===== config.mk =====
export PLATFORM = sky130hd
export DESIGN_NAME = mux_unstriping_flat
export DESIGN_NICKNAME = d
export VERILOG_FILES = /design/src/rtl/mux_unstriping_pkg.sv /design/src/rtl/mux_unstriping_if.sv /design/src/rtl/mux_unstriping_lane_fifo.sv /design/src/rtl/mux_unstriping.sv /design/src/flat_wrapper.sv
export SDC_FILE = /design/constraint.sdc
export NUM_CORES = 1
export LEC_CHECK = 0
export BUFFER_PORTS_ARGS = -buffer_cell sky130_fd_sc_hd__buf_4
export CAP_MARGIN = 20
export CORE_MARGIN = 2
export CORE_UTILIZATION = 53
export DETAILED_ROUTE_END_ITERATION = 10
export PLACE_DENSITY = 0.79
export SLEW_MARGIN = 20
export SYNTH_ARGS = -nofsm -noshare
export SYNTH_HDL_FRONTEND = slang
export SYNTH_HIERARCHICAL = 1
export SYNTH_SLANG_ARGS = --single-unit

===== constraint.sdc =====
create_clock -name clk_2f -period 3.3 [get_ports clk_2f]
set_input_delay 0.495 -clock clk_2f [delete_from_list [all_inputs] [get_ports clk_2f]]
set_output_delay 0.495 -clock clk_2f [all_outputs]
set_load 0.05 [all_outputs]

===== src/rtl/mux_unstriping_pkg.sv =====
// Shared PHY lane definitions used by the striping and un-striping datapath blocks.
// Provides the default word width, lane count and lane-select encoding.
package mux_unstriping_pkg;

   localparam int PHY_DATA_W = 32;
   localparam int LANE_NUM   = 2;

   typedef enum logic {
      LANE0 = 1'b0,
      LANE1 = 1'b1
   } lane_sel_e;

   function automatic lane_sel_e next_lane(input lane_sel_e cur);
      return (cur == LANE0) ? LANE1 : LANE0;
   endfunction

endpackage


===== src/rtl/mux_unstriping_if.sv =====
// Lane-input / ordered-output bundle for mux_unstriping.
// err_cnt exists only when UNSTRIPE_ERR_CNT_EN is defined.
interface mux_unstriping_if
   import mux_unstriping_pkg::*;
#(
   parameter int DATA_W = PHY_DATA_W
`ifdef UNSTRIPE_ERR_CNT_EN
   ,parameter int CNT_W = 8
`endif
);

   logic [DATA_W-1:0] lane_0;
   logic              valid_in0;
   logic [DATA_W-1:0] lane_1;
   logic              valid_in1;
   logic              ready_out;
   logic [DATA_W-1:0] data_out;
   logic              valid_out;
   logic              overflow0;
   logic              overflow1;
`ifdef UNSTRIPE_ERR_CNT_EN
   logic [CNT_W-1:0]  err_cnt;
`endif

   modport master (
      output lane_0, valid_in0, lane_1, valid_in1, ready_out,
      input  data_out, valid_out, overflow0, overflow1
`ifdef UNSTRIPE_ERR_CNT_EN
      ,input err_cnt
`endif
   );

   modport slave (
      input  lane_0, valid_in0, lane_1, valid_in1, ready_out,
      output data_out, valid_out, overflow0, overflow1
`ifdef UNSTRIPE_ERR_CNT_EN
      ,output err_cnt
`endif
   );

endinterface


===== src/rtl/mux_unstriping_lane_fifo.sv =====
// Per-lane synchronous FIFO; pointers carry one extra wrap bit to tell full from empty.
// Simultaneous push and pop are both honoured, including when full.
module lane_fifo #(
   parameter int DATA_W     = 32,
   parameter int FIFO_DEPTH = 4
)(
   input  logic              clk_2f,
   input  logic              reset,
   input  logic              push,
   input  logic [DATA_W-1:0] din,
   input  logic              pop,
   output logic [DATA_W-1:0] head,
   output logic              empty,
   output logic              full
);

   localparam int AW    = $clog2(FIFO_DEPTH);
   localparam int PTR_W = AW + 1;

   logic [DATA_W-1:0] mem [FIFO_DEPTH];
   logic [PTR_W-1:0]  wr_ptr;
   logic [PTR_W-1:0]  rd_ptr;

   assign empty = (wr_ptr == rd_ptr);
   assign full  = (wr_ptr[AW] != rd_ptr[AW]) && (wr_ptr[AW-1:0] == rd_ptr[AW-1:0]);
   assign head  = mem[rd_ptr[AW-1:0]];

   always_ff @(posedge clk_2f) begin
      if (reset) begin
         wr_ptr <= '0;
         rd_ptr <= '0;
      end else begin
         if (push) wr_ptr <= wr_ptr + PTR_W'(1);
         if (pop)  rd_ptr <= rd_ptr + PTR_W'(1);
      end
   end

   // On push-while-full-with-pop the written slot is the one being popped; head is sampled first.
   always_ff @(posedge clk_2f) begin
      if (push && !reset) mem[wr_ptr[AW-1:0]] <= din;
   end

endmodule


===== src/rtl/mux_unstriping.sv =====
// Two-lane receive un-striping: merges lane FIFOs into one stream alternating lane 0, lane 1.
// Optional dropped-word counter enabled by defining UNSTRIPE_ERR_CNT_EN.
module mux_unstriping
   import mux_unstriping_pkg::*;
#(
   parameter int DATA_W     = PHY_DATA_W,
   parameter int FIFO_DEPTH = 4
`ifdef UNSTRIPE_ERR_CNT_EN
   ,parameter int CNT_W     = 8
`endif
)(
   input  logic            clk_2f,
   input  logic            reset,
   mux_unstriping_if.slave bus
);

   logic [DATA_W-1:0]   lane_d [LANE_NUM];
   logic [DATA_W-1:0]   head   [LANE_NUM];
   logic [LANE_NUM-1:0] lane_v;
   logic [LANE_NUM-1:0] push;
   logic [LANE_NUM-1:0] pop;
   logic [LANE_NUM-1:0] drop;
   logic [LANE_NUM-1:0] empty;
   logic [LANE_NUM-1:0] full;
   logic [LANE_NUM-1:0] ovf;
   logic                out_free;
   lane_sel_e           sel;
   logic [DATA_W-1:0]   data_p0;
   logic                vld_p0;

   assign lane_d[0] = bus.lane_0;
   assign lane_d[1] = bus.lane_1;
   assign lane_v    = {bus.valid_in1, bus.valid_in0};
   assign out_free  = !vld_p0 || bus.ready_out;

   // Only the expected lane may be popped, so a waiting lane 1 word never overtakes lane 0.
   always_comb begin
      pop = '0;
      if (out_free && !empty[sel]) pop[sel] = 1'b1;
   end

   always_comb begin
      push = lane_v & (~full | pop);
      drop = lane_v & full & ~pop;
   end

   for (genvar g = 0; g < LANE_NUM; g++) begin : g_lane
      lane_fifo #(
         .DATA_W     (DATA_W),
         .FIFO_DEPTH (FIFO_DEPTH)
      ) u_fifo (
         .clk_2f (clk_2f),
         .reset  (reset),
         .push   (push[g]),
         .din    (lane_d[g]),
         .pop    (pop[g]),
         .head   (head[g]),
         .empty  (empty[g]),
         .full   (full[g])
      );
   end

   // Stage p0: registered output word
   always_ff @(posedge clk_2f) begin
      if (reset) begin
         data_p0 <= '0;
         vld_p0  <= 1'b0;
         sel     <= LANE0;
      end else if (out_free) begin
         if (!empty[sel]) begin
            data_p0 <= head[sel];
            vld_p0  <= 1'b1;
            sel     <= next_lane(sel);
         end else begin
            vld_p0  <= 1'b0;
         end
      end
   end

   always_ff @(posedge clk_2f) begin
      if (reset) ovf <= '0;
      else       ovf <= ovf | drop;
   end

   assign bus.data_out  = data_p0;
   assign bus.valid_out = vld_p0;
   assign bus.overflow0 = ovf[0];
   assign bus.overflow1 = ovf[1];

`ifdef UNSTRIPE_ERR_CNT_EN
   logic [CNT_W-1:0] err_cnt_q;
   logic [1:0]       drop_n;

   function automatic logic [CNT_W-1:0] sat_add(input logic [CNT_W-1:0] acc,
                                                input logic [1:0]       inc);
      logic [CNT_W:0] sum;
      sum = {1'b0, acc} + {{(CNT_W-1){1'b0}}, inc};
      return sum[CNT_W] ? {CNT_W{1'b1}} : sum[CNT_W-1:0];
   endfunction

   assign drop_n = {1'b0, drop[0]} + {1'b0, drop[1]};

   always_ff @(posedge clk_2f) begin
      if (reset) err_cnt_q <= '0;
      else       err_cnt_q <= sat_add(err_cnt_q, drop_n);
   end

   assign bus.err_cnt = err_cnt_q;
`endif

endmodule

===== src/flat_wrapper.sv =====
// flat-port wrapper written by rule: the top's interface ports become plain ports
module mux_unstriping_flat import mux_unstriping_pkg::*;
#(
   parameter int DATA_W     = PHY_DATA_W,
   parameter int FIFO_DEPTH = 4

)
  (clk_2f, reset, bus_lane_0, bus_valid_in0, bus_lane_1, bus_valid_in1, bus_ready_out, bus_data_out, bus_valid_out, bus_overflow0, bus_overflow1);
  mux_unstriping_if #(.DATA_W(DATA_W)) bus_i ();
  input  logic clk_2f;
  input  logic reset;
  input wire logic [$bits(bus_i.lane_0)-1:0] bus_lane_0;
  input wire logic [$bits(bus_i.valid_in0)-1:0] bus_valid_in0;
  input wire logic [$bits(bus_i.lane_1)-1:0] bus_lane_1;
  input wire logic [$bits(bus_i.valid_in1)-1:0] bus_valid_in1;
  input wire logic [$bits(bus_i.ready_out)-1:0] bus_ready_out;
  output wire logic [$bits(bus_i.data_out)-1:0] bus_data_out;
  output wire logic [$bits(bus_i.valid_out)-1:0] bus_valid_out;
  output wire logic [$bits(bus_i.overflow0)-1:0] bus_overflow0;
  output wire logic [$bits(bus_i.overflow1)-1:0] bus_overflow1;
  assign bus_i.lane_0 = bus_lane_0;
  assign bus_i.valid_in0 = bus_valid_in0;
  assign bus_i.lane_1 = bus_lane_1;
  assign bus_i.valid_in1 = bus_valid_in1;
  assign bus_i.ready_out = bus_ready_out;
  assign bus_data_out = bus_i.data_out;
  assign bus_valid_out = bus_i.valid_out;
  assign bus_overflow0 = bus_i.overflow0;
  assign bus_overflow1 = bus_i.overflow1;
  mux_unstriping #(.DATA_W(DATA_W), .FIFO_DEPTH(FIFO_DEPTH)) u_core (.clk_2f(clk_2f), .reset(reset), .bus(bus_i));
endmodule

# ---- Yosys cells after proc, flatten, opt, wreduce, memory -nomap -nowiden
# Memories as Yosys holds them, arrays and structs flattened. A register that Yosys moved wholly into a read port is not among the register bits.
# Cells that the tools add are included.
dict set report op_classes {
  bitwise 9
  n_addsub 4
  n_reduce_logical 11
  muxes 18
  order_cmp 3
  n_eq_ne 6
}
# op n
set ops {}
lappend ops {{$mux 32} 3}
lappend ops {{$add 3x1->3 const B} 4}
lappend ops {{$mux 2} 5}
lappend ops {{$mux 1} 9}
lappend ops {{$and 2x2->2} 3}
lappend ops {{$eq 3x3->1} 2}
lappend ops {{$logic_and 1x1->1} 6}
lappend ops {{$eq 2x2->1} 2}
lappend ops {{$not 2->2} 2}
lappend ops {{$or 2x2->2} 2}
lappend ops {{$logic_not 1->1} 3}
lappend ops {{$ge 2x2->1 const B} 1}
lappend ops {{$lt 1x2->1 const B} 1}
lappend ops {{$ne 1x1->1} 2}
lappend ops {{$not 1->2} 1}
lappend ops {{$reduce_and 2->1} 1}
lappend ops {{$demux 1 s1} 1}
lappend ops {{$ge 1x1->1 const B} 1}
lappend ops {{$logic_or 1x1->1} 1}
lappend ops {{$not 1->1} 1}
dict set report totals {
  n_memories 2
  wordCells 61
  ramBits 256
  register_bits 48
  output_inout_bits 35
  in_bits 69
}
# name depth width rd rd_ports_with_merged_regs wr line_no
set mem_list {}
lappend mem_list {{u_core.g_lane[0].u_fifo.mem} 4 32 1 1 1 mux_unstriping_lane_fifo.sv:20} ;# logic [DATA_W-1:0] mem [FIFO_DEPTH];
lappend mem_list {{u_core.g_lane[1].u_fifo.mem} 4 32 1 1 1 mux_unstriping_lane_fifo.sv:20}

# ---- Logic depth before layout (Yosys ltp)
dict set report logic_depth {
  ltp_word 11
  depth_mapped 10
  ltp_nobuf 7
}

# ---- By module
# The synthesis kept the hierarchy.
# module cells_per_inst area_each_um2 seq_area_each_um2 instances
set by_module_without_submodules {}
lappend by_module_without_submodules {lane_fifo 210 5068.6 4003.8 2}
lappend by_module_without_submodules {mux_unstriping 208 1898.1 720.7 1}

# ---- Least setup slack after synthesis
# OpenSTA, ideal clock, no wires.
dict set report synth_path {
  kind {reg-to-reg}
  start {register u_core.g_lane[0].u_fifo.wr_ptr[0]}
  end {memory u_core.g_lane[0].u_fifo.mem[3][0], enable pin}
  synth_period_minus_slack_ps 3473
  n_path_buf 2
  required_time_ps 2879
  path_slack_ps -173
  arrival_ps 3052
  path_stages_with_launch 10
  setup_ps 421
  cell_sequence {dfxtp_1 > xor2_1 > nor3b_1 > or2_1 > buf_4 > or2_1 > a21boi_0 > clkbuf_1 > nand2_1 > nor2_1}
}
dict set report synth_between {
  elab_chain_len 11
  word_cells_on_any_way 14
  cone_classes {2 x eq/ne; 5 x mux; 3 x bitwise; 4 x reduce/logical}
}
# element line_no
set synth_lines {}
lappend synth_lines {{start, declared} mux_unstriping_lane_fifo.sv:21} ;# logic [PTR_W-1:0] wr_ptr;
lappend synth_lines {{start signal, assigned} mux_unstriping_lane_fifo.sv:33} ;# if (push) wr_ptr <= wr_ptr + PTR_W'(1);
lappend synth_lines {{$eq 3x3->1} mux_unstriping_lane_fifo.sv:24} ;# assign empty = (wr_ptr == rd_ptr);
lappend synth_lines {{net u_core.empty[0]} mux_unstriping.sv:23} ;# logic [LANE_NUM-1:0] empty;
lappend synth_lines {{$mux 1 (not written as such) (2 in a row)} mux_unstriping.sv:39} ;# if (out_free && !empty[sel]) pop[sel] = 1'b1;
lappend synth_lines {{$logic_not 1->1} --}
lappend synth_lines {{$logic_and 1x1->1} mux_unstriping.sv:39}
lappend synth_lines {{$mux 2} mux_unstriping.sv:39}
lappend synth_lines {{$or 2x2->2} mux_unstriping.sv:43} ;# push = lane_v & (~full | pop);
lappend synth_lines {{$and 2x2->2} mux_unstriping.sv:43}
lappend synth_lines {{net u_core.push[0]} mux_unstriping.sv:20} ;# logic [LANE_NUM-1:0] push;
lappend synth_lines {{$logic_and 1x1->1} mux_unstriping_lane_fifo.sv:40} ;# if (push && !reset) mem[wr_ptr[AW-1:0]] <= din;
lappend synth_lines {{$mux 1} mux_unstriping_lane_fifo.sv:40}
lappend synth_lines {{$mux 1 (not written as such)} mux_unstriping_lane_fifo.sv:40}
lappend synth_lines {{end, declared} mux_unstriping_lane_fifo.sv:20}
# The timed path passes the listed nets, and every way through them passes these cells. The select of a mux whose other input is x is not followed.

# ---- Final worst setup path
dict set report layout_path {
  start {register u_core.g_lane[0].u_fifo.wr_ptr[0]}
  end {memory u_core.g_lane[0].u_fifo.mem[1][12], enable pin}
}
# The elaborated chain is that of the path after synthesis.

==> qor.csv <==
metric,value,unit
finalWirelength,23100,µm
grt_usage,0.199,
setup_viol,0,
diodes,0,
synthTopCellsByArea,"edfxtp_1 (64%), mux4_2 (11%), dfxtp_1 (8.6%)",
cts_setup_buffers,0,
final_max_slew_viol_count,0,
status,"finished, final reports clean",
power_frac_seq,0.433,
drt-initial-drc-count,496,
die_w,155,µm
insertion_delay,0.54,ns
hold_violations,0,
required,3.48,ns
overflow,0,
ys_seq_area_frac,0.725,
antenna_found_initial,0,
postSynthAreaPerCell,19.2,µm²
combPwrFrac,0.247,
synth-seq-cells,308,
wl_per_cell,22.1,µm
cts_root_buf,clkbuf_16,
path_cells,"xor2_1, nor3b_1, or2_1, or2_1, a21boi_0, buf_4, nor2b_1, and2_1, buf_4",
die_area,23900,µm²
place_area,13000,µm²
p_sw_frac,0.294,
yosysTopAreaCell,edfxtp_1,
numCtsBuffers,29,
place_congestion,0.819,
maxClockFrequency,362,MHz
postLayoutCellArea,14000,µm²
via_per_inst,5.71,
crit_family,simple AND/OR/NAND/NOR gates,
netlist_instances,628,
grt_pass1_wl,36000,µm
slowest_delay,0.44,ns
clk_pin_slew,0.06,ns
tritoncts,built,
syn_nets,707,
htreeDepth,1,
syn_area,12000,µm²
area_delta_synth_final,16.3,%
path_max_fanout,32,
final_util,0.624,
ir_drop,0.000751,V
max_cap_violations,0,
slowest_stage,dfxtp_1,
cts.sinks,308,
path_buf_inv,2,
grt_max_degree,69,
period_share,0.838,
first_pass_iters,4,
p_switching,0.00321,W
fp-row-count,55,
ios,104,
yosys.area.top_type_share,0.639,
pwr_density_cell,779,nW/µm²
final_antenna_net_count,0,
p_leak,4.69,nW
internal-power,0.00769,W
rsz0062_at_grt,false,
ctsResizeCount,0,
vias,5965,
io_buffers,103,
fin_worst_skew,0.00738,ns
synth_warnings,6,
clockBufferDepth,3,
pwr-share-clk,0.319,
hold_buffers,0,
slew_headroom,0.479,
power,0.0109,W
tns,0,ns
die_y,155,µm
grt_pass1_vias,6352,
crit_type,reg2reg,
dp_hpwl,14500,µm
fin_crit,2.76,ns
start_util,0.536,
fin_nets,817,
start_kind,flip-flop,
drc,0,
critical_path_arrival,2.95,ns
layout-drive-gt1-share,0.346,
hold_class,in2reg,
worst_slew_pin_slew,0.781,ns
yosys.cell_types.count,35,
core_area,22400,µm²
cp-end-kind,flip-flop,
worst paths after layout:
check,start,endpoint,slack [ns],cells past startpoint
max,u_core/g_lane[0].u_fifo/wr_ptr[0],u_core/g_lane[0].u_fifo/mem[1][12],0.54,9
min,bus_lane_0[25],u_core/g_lane[0].u_fifo/mem[2][25],0.16,1
max reg2reg,u_core/g_lane[0].u_fifo/wr_ptr[0],u_core/g_lane[0].u_fifo/mem[1][12],0.54,9
min reg2reg,u_core/ovf[0],u_core/ovf[0],0.45,2
area by class of cell:
type                       instances  area [µm²]
fill                            1536        8440
multi-input combinational        239        2840
clock buffer                      32         737
clock inverter                    21         274
timing repair buffer             120         901
tap                              285         357
sequential                       308        8730
inverter                          40         150
layout by cell type, fill, tap and decap left out, drive strengths merged, types with 3 or more instances in the layout:
| cell type | synthesis | final |
|---|---|---|
| a21bo | 4 | 4 |
| mux4 | 64 | 64 |
| buf | 30 | 120 |
| xnor2 | 6 | 6 |
| clkbuf | 11 | 32 |
| dfxtp | 52 | 52 |
| and2 | 7 | 7 |
| a2111oi | 32 | 32 |
| inv | 40 | 41 |
| mux2i | 5 | 5 |
| clkinv | 0 | 13 |
| nor3 | 66 | 66 |
| ha | 10 | 10 |
| edfxtp | 256 | 256 |
| nor2b | 3 | 3 |
| a21oi | 6 | 6 |
| bufinv | 0 | 7 |
| nand3b | 4 | 4 |
| xor2 | 4 | 4 |
| nor2 | 15 | 15 |
through the flow:
stage / hold WS (ns) / std cells / worst slack (ns)
6_report: 0.156 / 1045 / 0.536
5_1_grt: 0.139 / 1045 / 0.295
4_1_cts: 0.133 / 1045 / 0.527
3_5_place_dp: 0.441 / 992 / 0.582
3_3_place_gp: 0.435 / 992 / 0.700
2_1_floorplan: 0.477 / 628 / 0.281
logic make-up (layout without fill, tap and decap cells):
family | count (synthesis) | after routing | synth area share
multiplexers | 69 | 69 | 0.125
adder cells (fa/ha/maj) | 10 | 10 | 0.0104
buffers and inverters | 81 | 213 | 0.0396
AND/OR/NAND/NOR | 103 | 103 | 0.0444
flip-flops | 308 | 308 | 0.725
XOR/XNOR | 10 | 10 | 0.00728
AO/OA/AOI/OAI | 47 | 47 | 0.0476
power by group through the flow:
stage               clock, W  combinational (W)  sequential, W
finish               0.00348            0.00269        0.00472
global route         0.00369            0.00288        0.00475
CTS                  0.00354            0.00272        0.00472
detailed placement         0            0.00267        0.00479
global placement           0            0.00262        0.00478
floorplan                  0            0.00173        0.00519
registers in the layout, indices dropped and copies added, names as in the netlist, named ones only:
signal,count
u_core/g_lane.u_fifo/mem,256
u_core/sel,1
u_core/bus.data_out,32
u_core/g_lane.u_fifo/wr_ptr,6
u_core/g_lane.u_fifo/rd_ptr,6
u_core/ovf,2
u_core/bus.valid_out,1
per-layer routing:
layer | GRT usage | wire [µm] | vias to the layer above
met5 | 0 | 0 | -
met4 | 0.0604 | 599 | 0
met3 | 0.0331 | 1360 | 42
met2 | 0.346 | 12000 | 161
met1 | 0.259 | 9120 | 3050
li1 | - | - | 2712
cells in the mapped netlist (all sizes together):
cell type,n
nand2b,2
nand3b,4
nor2b,3
and2,7
a21oi,6
a21boi,1
o21ai,1
xor2,4
nand2,2
nor3,66
dfxtp,52
nor2,15
buf,30
edfxtp,256
inv,40
ha,10
o211ai,2
mux4,64
a21bo,4
nor3b,2
clkbuf,11
a2111oi,32
a211oi,1
mux2i,5
or2,2
xnor2,6
Power figures use the tool's default switching activity.
